### src/rtl/ifu_fetch.sv
// ifu_fetch: instruction fetch unit for the single-cycle MIPS core.
// Holds the PC, fetches one word per step over a req/ready handshake,
// and presents the held instruction to the control decoder.
// Optional feature macro: IFU_ALIGN_CHECK_EN (word-aligns register targets
// and raises a sticky addr_err on a misaligned jr/jalr target).
module ifu_fetch #(
  parameter logic [31:0] RESET_PC = 32'h0000_3000
) (
  input  logic        clk,
  input  logic        rst,
  input  logic [1:0]  NPCOp,
  input  logic [31:0] RA,
  input  logic        advance,
  input  logic        imem_ready,
  input  logic [31:0] imem_rdata,
  output logic        imem_req,
  output logic [31:0] imem_addr,
  output logic [31:0] PC,
  output logic [31:0] PC4,
  output logic [31:0] instr,
  output logic        instr_valid,
  output logic [5:0]  Op,
  output logic [5:0]  Funct,
  output logic        addr_err
);

  localparam int unsigned XLEN   = 32;
  localparam int unsigned IMM_W  = 16;
  localparam int unsigned JIDX_W = 26;

  typedef enum logic [1:0] {
    IDLE  = 2'd0,
    FETCH = 2'd1,
    HOLD  = 2'd2
  } state_t;

  state_t            state;
  state_t            state_nxt;
  logic              load_instr;
  logic              load_pc;
  logic [XLEN-1:0]   pc_q;
  logic [XLEN-1:0]   pc4_q;
  logic [XLEN-1:0]   instr_q;
  logic              req_q;
  logic              valid_q;
  logic [XLEN-1:0]   npc;
  logic [XLEN-1:0]   pc_load;
  logic [XLEN-1:0]   br_off;

  // State register
  always_ff @(posedge clk) begin
    if (rst) begin
      state <= IDLE;
    end else begin
      state <= state_nxt;
    end
  end

  // Next-state and datapath load enables
  always_comb begin
    state_nxt  = state;
    load_instr = 1'b0;
    load_pc    = 1'b0;
    unique case (state)
      IDLE: begin
        state_nxt = FETCH;
      end
      FETCH: begin
        if (imem_ready) begin
          load_instr = 1'b1;
          state_nxt  = HOLD;
        end
      end
      HOLD: begin
        if (advance) begin
          load_pc   = 1'b1;
          state_nxt = FETCH;
        end
      end
      default: begin
        state_nxt = IDLE;
      end
    endcase
  end

  // Next-PC select from held instruction, PC and rs value
  always_comb begin
    br_off = {{(XLEN-IMM_W-2){instr_q[IMM_W-1]}}, instr_q[IMM_W-1:0], 2'b00};
    npc    = pc4_q;
    unique case (NPCOp)
      2'b00:   npc = pc4_q;
      2'b01:   npc = pc4_q + br_off;
      2'b10:   npc = {pc4_q[XLEN-1:XLEN-4], instr_q[JIDX_W-1:0], 2'b00};
      2'b11:   npc = RA;
      default: npc = pc4_q;
    endcase
  end

`ifdef IFU_ALIGN_CHECK_EN
  logic misalign_c;

  // Register targets are forced onto a word boundary
  always_comb begin
    misalign_c = (NPCOp == 2'b11) && (RA[1:0] != 2'b00);
    pc_load    = misalign_c ? {npc[XLEN-1:2], 2'b00} : npc;
  end

  // Sticky misalignment flag, cleared only by reset
  always_ff @(posedge clk) begin
    if (rst) begin
      addr_err <= 1'b0;
    end else if (load_pc && misalign_c) begin
      addr_err <= 1'b1;
    end
  end
`else
  assign pc_load  = npc;
  assign addr_err = 1'b0;
`endif

  // PC, instruction and handshake output registers
  always_ff @(posedge clk) begin
    if (rst) begin
      pc_q    <= RESET_PC;
      pc4_q   <= RESET_PC + XLEN'(4);
      instr_q <= '0;
      req_q   <= 1'b0;
      valid_q <= 1'b0;
    end else begin
      req_q   <= (state_nxt == FETCH);
      valid_q <= (state_nxt == HOLD);
      if (load_instr) begin
        instr_q <= imem_rdata;
      end
      if (load_pc) begin
        pc_q  <= pc_load;
        pc4_q <= pc_load + XLEN'(4);
      end
    end
  end

  assign imem_req    = req_q;
  assign imem_addr   = pc_q;
  assign PC          = pc_q;
  assign PC4         = pc4_q;
  assign instr       = instr_q;
  assign instr_valid = valid_q;
  assign Op          = instr_q[31:26];
  assign Funct       = instr_q[5:0];

endmodule

### config.mk
export PLATFORM = sky130hd
export DESIGN_NAME = ifu_fetch
export DESIGN_NICKNAME = d
export VERILOG_FILES = /design/src/rtl/ifu_fetch.sv
export SDC_FILE = /design/constraint.sdc
export NUM_CORES = 1
export LEC_CHECK = 0
export BUFFER_PORTS_ARGS = -buffer_cell sky130_fd_sc_hd__buf_2
export CAP_MARGIN = 5
export CORE_MARGIN = 2
export CORE_UTILIZATION = 30
export DETAILED_ROUTE_END_ITERATION = 12
export GPL_TIMING_DRIVEN = 0
export HOLD_SLACK_MARGIN = 0.1
export PLACE_DENSITY_LB_ADDON = 0.25
export SYNTH_ARGS = -nofsm -noshare
export SYNTH_HDL_FRONTEND = slang
export SYNTH_SLANG_ARGS = --single-unit
### constraint.sdc
create_clock -name clk -period 6.8 [get_ports clk]
set_clock_uncertainty 0.15 [all_clocks]
set_input_delay 0.68 -clock clk [delete_from_list [all_inputs] [get_ports clk]]
set_output_delay 0.68 -clock clk [all_outputs]
set_load 0.005 [all_outputs]
# After elaboration in Yosys (flattened, before gate mapping)

Cells that the tools add are included.

Register bits after elaboration: 100
Output and inout bits: 143
Input port bits: 70

Multiplexer cells: 8
Add/sub/neg operators: 2
Equality and inequality tests: 7
Reductions and logical operators: 2

Operators with widths:

| kind                    | number |
|---|---|
| $pmux W32 S4            | 1 |
| $add A32 B3 Y32 const B | 1 |
| $add A32 B32 Y32        | 1 |
| $eq A2 B2 Y1 const B    | 4 |
| $eq A2 B1 Y1 const B    | 3 |
| $pmux W2 S3             | 1 |
| $logic_not A2 Y1        | 2 |
| $mux W1                 | 4 |
| $mux W2                 | 2 |

# Longest topological paths before layout

Gate-level depths: netlist of the first run.

Depth in word-level cells: 3
Depth in mapped cells: 14
Mapped depth without buffers: 12

# Worst setup path after synthesis of the first run

Ideal clock, no wire load.

Kind: register to register
Start: register pc4_q[2], in the netlist PC4[2]
End: register pc4_q[28], in the netlist PC4[28]
Slack: 3120 ps
Arrival: 3417 ps
Clock period less this slack: 3680 ps
Stages on the path, launching flop included: 13
Data required time: 6538 ps
Setup time: 112 ps
Path through: dfxtp_1 ha_1 fa_1 a21o_1 a311o_2 a211oi_1 o21ai_1 a221oi_2 o2bb2ai_1 mux2_2 o21ai_0 nor4_1 a2111oi_1

Word-level cells in the longest chain between the ends: 3

Ends and longest elaborated chain:

| what                   | line | RTL |
|---|---|---|
| from (decl)            | 42   | `logic [XLEN-1:0] pc4_q;` |
| from (signal assigned) | 125  | `pc4_q <= RESET_PC + XLEN'(4);` |
| from (signal assigned) | 137  | `pc4_q <= pc_load + XLEN'(4);` |
| $add A32 B32 Y32       | 92   | `2'b01: npc = pc4_q + br_off;` |
| $pmux W32 S4 *         | 90   | `unique case (NPCOp)` |
| $add A32 B3 Y32 *      | 137  |  |

Every way passes the cells marked *; elsewhere a longest branch is shown, timed or not.
A chain may end at the register's enable or synchronous reset.

# Worst setup path after layout of the first run

Start: register instr_q[15], in the netlist instr[15]
End: register pc4_q[28], in the netlist PC4[28]

Word-level cells in the longest chain between the ends: 3

Ends and longest elaborated chain:

| what                   | line | RTL |
|---|---|---|
| from (decl)            | 43   | `logic [XLEN-1:0] instr_q;` |
| from (signal assigned) | 133  | `instr_q <= imem_rdata;` |
| $add A32 B32 Y32       | 92   |  |
| $pmux W32 S4 *         | 90   |  |
| $add A32 B3 Y32 *      | 137  |  |

Marks and branches as above.

==> results of run 1 <==
==> area by class of cell <==
type / count / area share
plain buffers: 112 / 0.07753
clock buffers: 10 / 0.02549
clock inverters: 6 / 0.008407
inverters: 11 / 0.004404
multi-input cells: 756 / 0.5193
flip-flops and latches: 98 / 0.2092
well taps: 330 / 0.04404
repair buffers: 209 / 0.1116
==> layer usage <==
metal | vias to the layer above | global-route usage | part of all wire
met3 | 39 | 0.03123 | 0.063
met2 | 324 | 0.3694 | 0.46
met5 | - | 0 | 0
li1 | 3931 | - | -
met4 | 0 | 0.07361 | 0.023
met1 | 3854 | 0.2978 | 0.45
==> power breakdown <==
group	switching [mW]	internal [mW]
Clock	0.266	0.305
Sequential	0.0215	0.591
Combinational	0.182	0.119
Total	0.470	1.01
==> layout by cell type, fill, tap and decap left out, drive strengths merged, types with 14 or more instances in the layout <==
master / count
dfxtp: 98
mux2i: 16
inv: 15
nor3: 18
ha: 30
nand4: 21
o21ai: 33
nand3: 19
xnor2: 19
clkbuf: 54
a21oi: 110
a211oi: 32
nand2: 158
nor2b: 14
nor2: 84
buf: 276
==> cells by family after synthesis <==
group	after synthesis	share of synthesized area
flip-flops	98	0.2581
buffers and inverters	123	0.1011
other	1	0.0004934
AND/OR/NAND/NOR	391	0.2540
XOR/XNOR	27	0.03210
multiplexers	28	0.04626
adder cells (fa/ha/maj)	31	0.05203
AO/OA/AOI/OAI	278	0.2558
==> through the flow <==
stage / instances / worst slack (ps) / instance area, um^2 / total power [mW]
global route: 1532 / 1631 / 9376 / 1.542
CTS: 1532 / 2035 / 9376 / 1.488
global placement: 1516 / 2017 / 9059 / 0.9227
finish: 1532 / 1947 / 9376 / 1.484
floorplan: 977 / 3120 / 7600 / 0.8070
detailed placement: 1516 / 2041 / 9059 / 0.9236
==> flip-flops by register name, summed over array words and instances, names as in the netlist, named ones only <==
signal	flops
instr_valid	1
PC4	30
PC	30
instr	32
state	2
imem_req	1
==> critical path, cell delays in order, from the launching register on <==
cell       delay, ps
dfxtp_1          890
ha_1             460
a21oi_1          290
o21a_1           250
nor2_1            80
a2111oi_2        500
a21oi_1          150
nor3b_1          550
o2111ai_1        450
nor2_1           350
nand3_1          140
a2111oi_1        440
==> worst max-delay path by stage <==
stage	endpoint
finish	PC4[28]$_SDFFE_PP0P_
global route	PC4[28]$_SDFFE_PP0P_
CTS	PC4[28]$_SDFFE_PP0P_
detailed placement	PC4[28]$_SDFFE_PP0P_
global placement	PC4[28]$_SDFFE_PP0P_
floorplan	PC4[28]$_SDFFE_PP0P_
==> out/qor.txt, run 1 <==
post-DR wirelength/cell: 19.68 um
# setup viols final: 0
CORE AREA: 25,040 um^2
top-area cell type share of the netlist area: 0.2581
DPL Wire Length: 23.82 mm
WHS Path Cells: 2
Slew Limit Fails: 0
Post-CTS Resized: 0
Synth Instances: 977
Hold Slack: 326.4 ps
TritonCTS buffer count: 9
RR Startpoint: instr[15]$_SDFFE_PP0P_
Post-synth EDFFs: 0
Peak supply drop: 94.40 uV
die width: 163.2 um
Leak Pwr: 4.131 nW
Synth cell types: 104
DR pass1 iterations: 5
DRT antenna net count: 0
grt ovf: 0
drt initial violations: 572
cts hold-fix bufs: 0
Worst R2R Setup Slack: 1950 ps
final worst-path cycle share: 0.7136
H-tree Lvls: 3
Startpoint Class: flip-flop
hold path start: instr[26]$_SDFFE_PP0P_
setup tns final: 0 ps
Ys Warns: 0
most frequent cell after synthesis: nand2_1
Avg Synthesized Cell Area: 7.779 um^2
Max clock buf depth: 2
ys async rst share: 0
Post-Syn Nets: 1,078
clk root buf: clkbuf_16
Final Hold Fails: 0
Area Overhead vs Synth: 23.38%
crit path max fanout: 21
# port buffers: 209
clock sink total: 98
Tightest Hold Check Type: flip-flop to flip-flop
layout cells sized above 1: 0.2945
Syn Std Cell Area: 7600 um^2
Hold Path End: instr[26]$_SDFFE_PP0P_
Initial Util: 0.3035
sequential share of the synthesized area: 0.2581
fin crit period: 4853 ps
Synth Register Bits: 98
Placement Rows: 58
status: finished, final reports clean
Final Wtd Congestion: 0.8942
crit path launch: instr[15]$_SDFFE_PP0P_
largest net degree at the start of global routing: 22
clock-pin slew on the worst setup and hold paths: 80 ps
Synth Flop Type: dfxtp_1
Area contributors post-synth: dfxtp_1 26%, nand2_1 7.8%, a21oi_1 7.1%
I/O pins: 213
DRC violations left: 0
Arr. time, crit path: 4930 ps
Multi-input gate area: 4870 um^2
first-pass GRT wire length: 44.97 mm
Setup Buffers After CTS: 0
chip height: 163.2 um
fin nets: 1,298
via count: 8,148
Max Clk Rate: 206.1 MHz
Crit. End Element: flip-flop
GRT Util Overall: 0.2230
Commonest cells post-synth: 157 x nand2_1, 108 x a21oi_1, 98 x dfxtp_1
Worst Reg-to-Reg Cells: 11
crit path kind: flip-flop to flip-flop
FF+latch area: 1962 um^2
Max-Cap Viols: 0
vias in the first global route: 7,682
CTS tree: built
initial antenna violation count: 0
leading area contributor after synthesis: dfxtp_1
WP data required: 6880 ps
DRT Wirelength: 30.16 mm
unrepaired setup endpoints after global routing: no
Slew headroom: 0.3530
vias per inst: 5.319
filler instances: 2,685
Core Util, Final: 0.3745
Worst Max-Slew Pin Slew: 970.5 ps
worst r2r dst: PC4[28]$_SDFFE_PP0P_
Clock Latency Late Sink: 360 ps
antenna cells: 0
pwr dens: 158.3 nW/um^2
die area: 26,620 um^2
(Power assumes the default switching activity.)
==> run 2: changes to the inputs <==
clock period = 4.2 ns   (was 6.8 ns; I/O delays follow)
==> out/qor.txt, run 2 (synthesis gave the netlist of run 1 again) <==
Worst R2R Setup Slack: 160 ps (-1780 ps)
Crit. End Element: flip-flop
Max clock buf depth: 2 (unchanged)
fin crit period: 4036 ps (-816.6 ps)
total power: 2.413 mW (+63%)
max incr delay on CP: 430 ps (-460 ps)
GRT Util Overall: 0.2237 (+0.0007228)
Slew headroom: 0.4526 (+0.09960)
DR pass1 iterations: 5 (unchanged)
placed instance area: 9059 um^2 (unchanged)
largest net degree at the start of global routing: 22 (unchanged)
Layout Cells excl Fill: 1,539 (+0.46%)
final worst-path cycle share: 0.9610 (+0.2473)
fin nets: 1,305 (+0.54%)
chip height: 163.2 um (unchanged)
initial antenna violation count: 0 (unchanged)
Logic pwr share: 0.207 (+0.004)
placed cell count: 1,516 (unchanged)
Area Overhead vs Synth: 26.05%
Placement Rows: 58 (unchanged)
H-tree Lvls: 3 (unchanged)
clock sink total: 98 (unchanged)
internal power: 1.647 mW (+62%)
Startpoint Class: flip-flop
die width: 163.2 um (unchanged)
RR Startpoint: PC4[2]$_SDFFE_PP1P_
Sw Ratio: 0.3172 (+0.0006940)
Tightest Hold Check Type: input port to flip-flop
Seq pwr share: 0.411 (about the same)
drt initial violations: 589 (+3.0%)
Leak Pwr: 4.207 nW (+1.9%)
commonest non-fill, non-tap cell in the layout: buf_2
first-pass GRT wire length: 45.15 mm (+0.40%)
slowest CP cell: a311o_2
Worst Reg-to-Reg Cells: 12 (+1)
fin area: 9579 um^2 (+2.2%)
status: finished, final reports clean
Hold Slack: 136.1 ps (-190.3 ps)
max reg flops: 32 (unchanged)
vias in the first global route: 7,720 (+0.49%)
layout cells sized above 1: 0.3143 (+0.01980)
Clock Latency Late Sink: 360 ps (about the same)
CORE AREA: 25,040 um^2 (unchanged)
# port buffers: 209 (unchanged)
clk root buf: clkbuf_16
Max Clk Rate: 247.8 MHz (+20%)
pwr dens: 251.9 nW/um^2 (+59%)
vias per inst: 5.301 (-0.33%)
DRT Wirelength: 30.37 mm (+0.72%)
TritonCTS buffer count: 9 (unchanged)
worst r2r dst: PC4[28]$_SDFFE_PP0P_
crit path max fanout: 8 (-62%)
via count: 8,158 (+0.12%)
grt ovf: 0 (unchanged)
Hold Path End: instr[16]$_SDFFE_PP0P_
Final WS setup: 163.9 ps (-1783 ps)
post-DR wirelength/cell: 19.73 um (+0.26%)
switching pwr: 0.7654 mW (+63%)
# setup viols final: 0 (unchanged)
DRT antenna net count: 0 (unchanged)
antenna cells: 0 (unchanged)
die area: 26,620 um^2 (unchanged)
I/O pins: 213 (unchanged)
Clk pwr share: 0.383 (-0.002)
clock-pin slew on the worst setup and hold paths: 80 ps (about the same)
DPL Wire Length: 23.82 mm (unchanged)
crit-path cells: ha_1 > fa_1 > a21o_1 > a311o_2 > a211o_2 > a2111oi_4 > a311oi_4 > a21oi_2 > o211ai_4 > or2_4 > nor4_4 > a2111oi_2
hold path start: imem_rdata[16]
most frequent cells in the layout: 219 x buf_2, 157 x nand2_1, 108 x a21oi_1, 97 x dfxtp_1, 83 x nor2_1
pre-CTS WS: -558.6 ps (-2600 ps)
DRC violations left: 0 (unchanged)
Initial Util: 0.3035 (unchanged)
WHS Path Cells: 3 (+1)
Max-Cap Viols: 0 (unchanged)
crit path kind: flip-flop to flip-flop
Slew Limit Fails: 0 (unchanged)
Arr. time, crit path: 4100 ps (-830 ps)
cts hold-fix bufs: 0 (unchanged)
CTS tree: built
Final Hold Fails: 0 (unchanged)
Final Wtd Congestion: 0.8942 (unchanged)
Worst Max-Slew Pin Slew: 814.8 ps (-155.7 ps)
WP data required: 4260 ps (-2620 ps)
Peak supply drop: 152.7 uV (+62%)
run 2: cell types whose count changed in the layout (fill, tap and decap cells not counted), sizes merged:
cell / delta
clkbuf: -1
buf: +8
run 2: power by group through the flow:
stage	logic (mW)	clock network [mW]	registers [mW]
after floorplan	0.303	0	1.00
after global placement	0.481	0	1.01
after detailed placement	0.482	0	1.01
after CTS	0.490	0.934	0.991
after global routing	0.544	0.965	0.995
final	0.499	0.923	0.991
run 2: metal layers:
| layer | track usage | wire (um) |
|---|---|---|
| met3 | 0.03200 | 1940 |
| met4 | 0.07200 | 674 |
| met5 | 0 | 0 |
| met2 | 0.3723 | 14070 |
| met1 | 0.2977 | 13680 |
run 2: critical path, delay by kind of cell, from the launching register on:
family / cells / cell delay [ps]
AOI/OAI and AO/OA: 8 / 2050
and+or+nand+nor: 2 / 650
DFF: 1 / 350
adders and majority gates: 2 / 670
run 2: what timing repair did:
action,4_1_cts,5_1_grt
setup buffers,4,4
setup endpoints to repair,14,11
gates resized for setup,12,16
gates cloned,0,0
pin swaps,3,3
run 2: worst max path at each step:
stage	depth (start not counted)	from	slack [ps]	endpoint
6_report	12	PC4[2]$_SDFFE_PP1P_	160	PC4[28]$_SDFFE_PP0P_
5_1_grt	12	PC4[2]$_SDFFE_PP1P_	-5	PC4[28]$_SDFFE_PP0P_
4_1_cts	12	PC4[2]$_SDFFE_PP1P_	30	PC4[30]$_SDFFE_PP0P_
3_5_place_dp	11	instr[15]$_SDFFE_PP0P_	-560	PC4[28]$_SDFFE_PP0P_
3_3_place_gp	11	instr[15]$_SDFFE_PP0P_	-580	PC4[28]$_SDFFE_PP0P_
2_1_floorplan	12	PC4[2]$_SDFFE_PP1P_	520	PC4[28]$_SDFFE_PP0P_
run 2: layout make-up:
class                      instances  area, um^2
fill                            2669       15460
buffer                           111       723.2
inverter                          11       41.29
clock inverter                     6       78.83
tap                              330       412.9
sequential                        98        1966
multi-input combinational        756        5012
timing repair buffer             217        1106
clock buffer                      10       239.0
run 2: per-stage QoR:
stage	TNS, ps	util
floorplan	0	-
global route	-4.927	0.3826
CTS	0	0.3779
global placement	-3761	0.3618
detailed placement	-3297	0.3618
finish	0	0.3826
==> run 3: changes to the inputs <==
REMOVE_ABC_BUFFERS = 1   (was not set)
==> out/qor.txt, run 3 (synthesis gave the netlist of run 1 again) <==
Slew Limit Fails: 0 (unchanged)
drt initial violations: 533 (-9.5%)
TritonCTS buffer count: 9 (unchanged)
fin nets: 1,200 (-8.0%)
fin area: 8946 um^2 (-6.6%)
CTS tree: built
DRC violations left: 0 (unchanged)
grt ovf: 0 (unchanged)
placed cell count: 1,413 (-6.8%)
Placement Rows: 58 (unchanged)
post-DR wirelength/cell: 18.12 um (-8.2%)
die width: 163.2 um (unchanged)
die area: 26,620 um^2 (unchanged)
layout cells sized above 1: 0.2853 (-0.02898)
clk root buf: clkbuf_16
Worst Max-Slew Pin Slew: 952.4 ps (+137.6 ps)
CORE AREA: 25,040 um^2 (unchanged)
Initial Util: 0.3035 (unchanged)
commonest non-fill, non-tap cell in the layout: buf_2
total power: 2.320 mW (-3.9%)
DPL Wire Length: 19.20 mm (-19%)
crit-path leading delay family: simple AND/OR/NAND/NOR gates
DRT Wirelength: 25.99 mm (-14%)
fin crit period: 4010 ps (-26.14 ps)
vias per inst: 5.218 (-1.6%)
clock sink total: 98 (unchanged)
Crit. End Element: flip-flop
GRT Util Overall: 0.1935 (-0.03027)
clock-pin slew on the worst setup and hold paths: 80 ps (about the same)
Area Overhead vs Synth: 17.71%
Hold Slack: 137.8 ps (+1.685 ps)
Max clock buf depth: 2 (unchanged)
Core Util, Final: 0.3573 (-0.02529)
first-pass GRT wire length: 39.77 mm (-12%)
Tightest Hold Check Type: input port to flip-flop
cts hold-fix bufs: 0 (unchanged)
I/O pins: 213 (unchanged)
final worst-path cycle share: 0.9548 (-0.006223)
chip height: 163.2 um (unchanged)
Final Hold Fails: 0 (unchanged)
status: finished, final reports clean
crit path kind: flip-flop to flip-flop
Final Wtd Congestion: 0.8809 (-1.5%)
Final WS setup: 190.0 ps (+26.13 ps)
# setup viols final: 0 (unchanged)
slowest CP cell: or3_1
Layout Cells excl Fill: 1,434 (-6.8%)
most frequent cells in the layout: 209 x buf_2, 157 x nand2_1, 108 x a21oi_1, 97 x dfxtp_1, 83 x nor2_1
H-tree Lvls: 3 (unchanged)
crit-path cells: ha_1 > fa_1 > a21o_1 > a311o_2 > a21oi_2 > nor2_1 > or3_1 > nor4b_1 > nand4b_1 > nor3_2 > a31oi_1 > o31a_1
Max-Cap Viols: 0 (unchanged)
crit path buf inv count: 0 (unchanged)
pwr dens: 259.3 nW/um^2 (+3.0%)
setup tns final: 0 ps (unchanged)
vias in the first global route: 6,882 (-11%)
# port buffers: 211 (+0.96%)
Leak Pwr: 3.781 nW (-10%)
crit path max fanout: 6 (-2)
Peak supply drop: 182.0 uV (+19%)
pre-CTS WS: -760.2 ps (-201.6 ps)
DRT antenna net count: 0 (unchanged)
Slew headroom: 0.3631 (-0.08949)
max reg flops: 32 (unchanged)
DR pass1 iterations: 5 (unchanged)
Startpoint Class: flip-flop
initial antenna violation count: 0 (unchanged)
placed instance area: 8489 um^2 (-6.3%)
WP data required: 4300 ps (+40 ps)
Clock Latency Late Sink: 360 ps (about the same)
largest net degree at the start of global routing: 64 (+190%)
antenna cells: 0 (unchanged)
Max Clk Rate: 249.4 MHz (+0.65%)
Arr. time, crit path: 4110 ps (about the same)
via count: 7,483 (-8.3%)
max incr delay on CP: 530 ps (+100 ps)
==> run 3: cell types whose count changed in the layout (fill, tap and decap cells not counted), sizes merged <==
cell	delta
inv	-1
clkbuf	-43
clkinv	-1
clkinvlp	+2
buf	-61
dlygate4sd3	-1
==> run 3: worst paths after layout <==
check	from	endpoint	slack, ps	cells past startpoint
setup reg to reg	instr[0]$_SDFFE_PP0P_	PC4[29]$_SDFFE_PP0P_	190	12
hold reg to reg	PC[27]$_SDFFE_PP0P_	PC[27]$_SDFFE_PP0P_	320	2
setup / recovery	instr[0]$_SDFFE_PP0P_	PC4[29]$_SDFFE_PP0P_	190	12
hold / removal	imem_rdata[4]	instr[4]$_SDFFE_PP0P_	140	3
==> run 3: routing by layer <==
layer	GRT usage	wire, um
met5	0	0
met4	0.05833	520
met2	0.3145	12030
met3	0.02031	1049
met1	0.2693	12390
==> run 3: tightest hold or removal path, delay by kind of cell <==
kind	cells	cell delay, ps
buf+inv	1	90
compound gates	1	50
simple gates	1	40
==> run 3: timing repair <==
action,in CTS,in global routing
gates resized for setup,8,17
buffers inserted,3,2
endpoints found under the setup margin,14,8
pin swaps,1,5
==> run 3: cell type report <==
type	instances	area, um^2
multi-input combinational	756	4985
inverter	11	41.29
sequential	98	1966
clock buffer	10	229.0
timing repair buffer	223	1239
clock inverter	6	73.82
tap	330	412.9
fill	2666	16090
==> run 3: where the power goes <==
group	switching, mW	leakage, nW	total [mW]	internal (mW)
Sequential	0.0308	0.795	0.987	0.956
Clock	0.418	0.142	0.890	0.472
Combinational	0.265	2.84	0.443	0.177
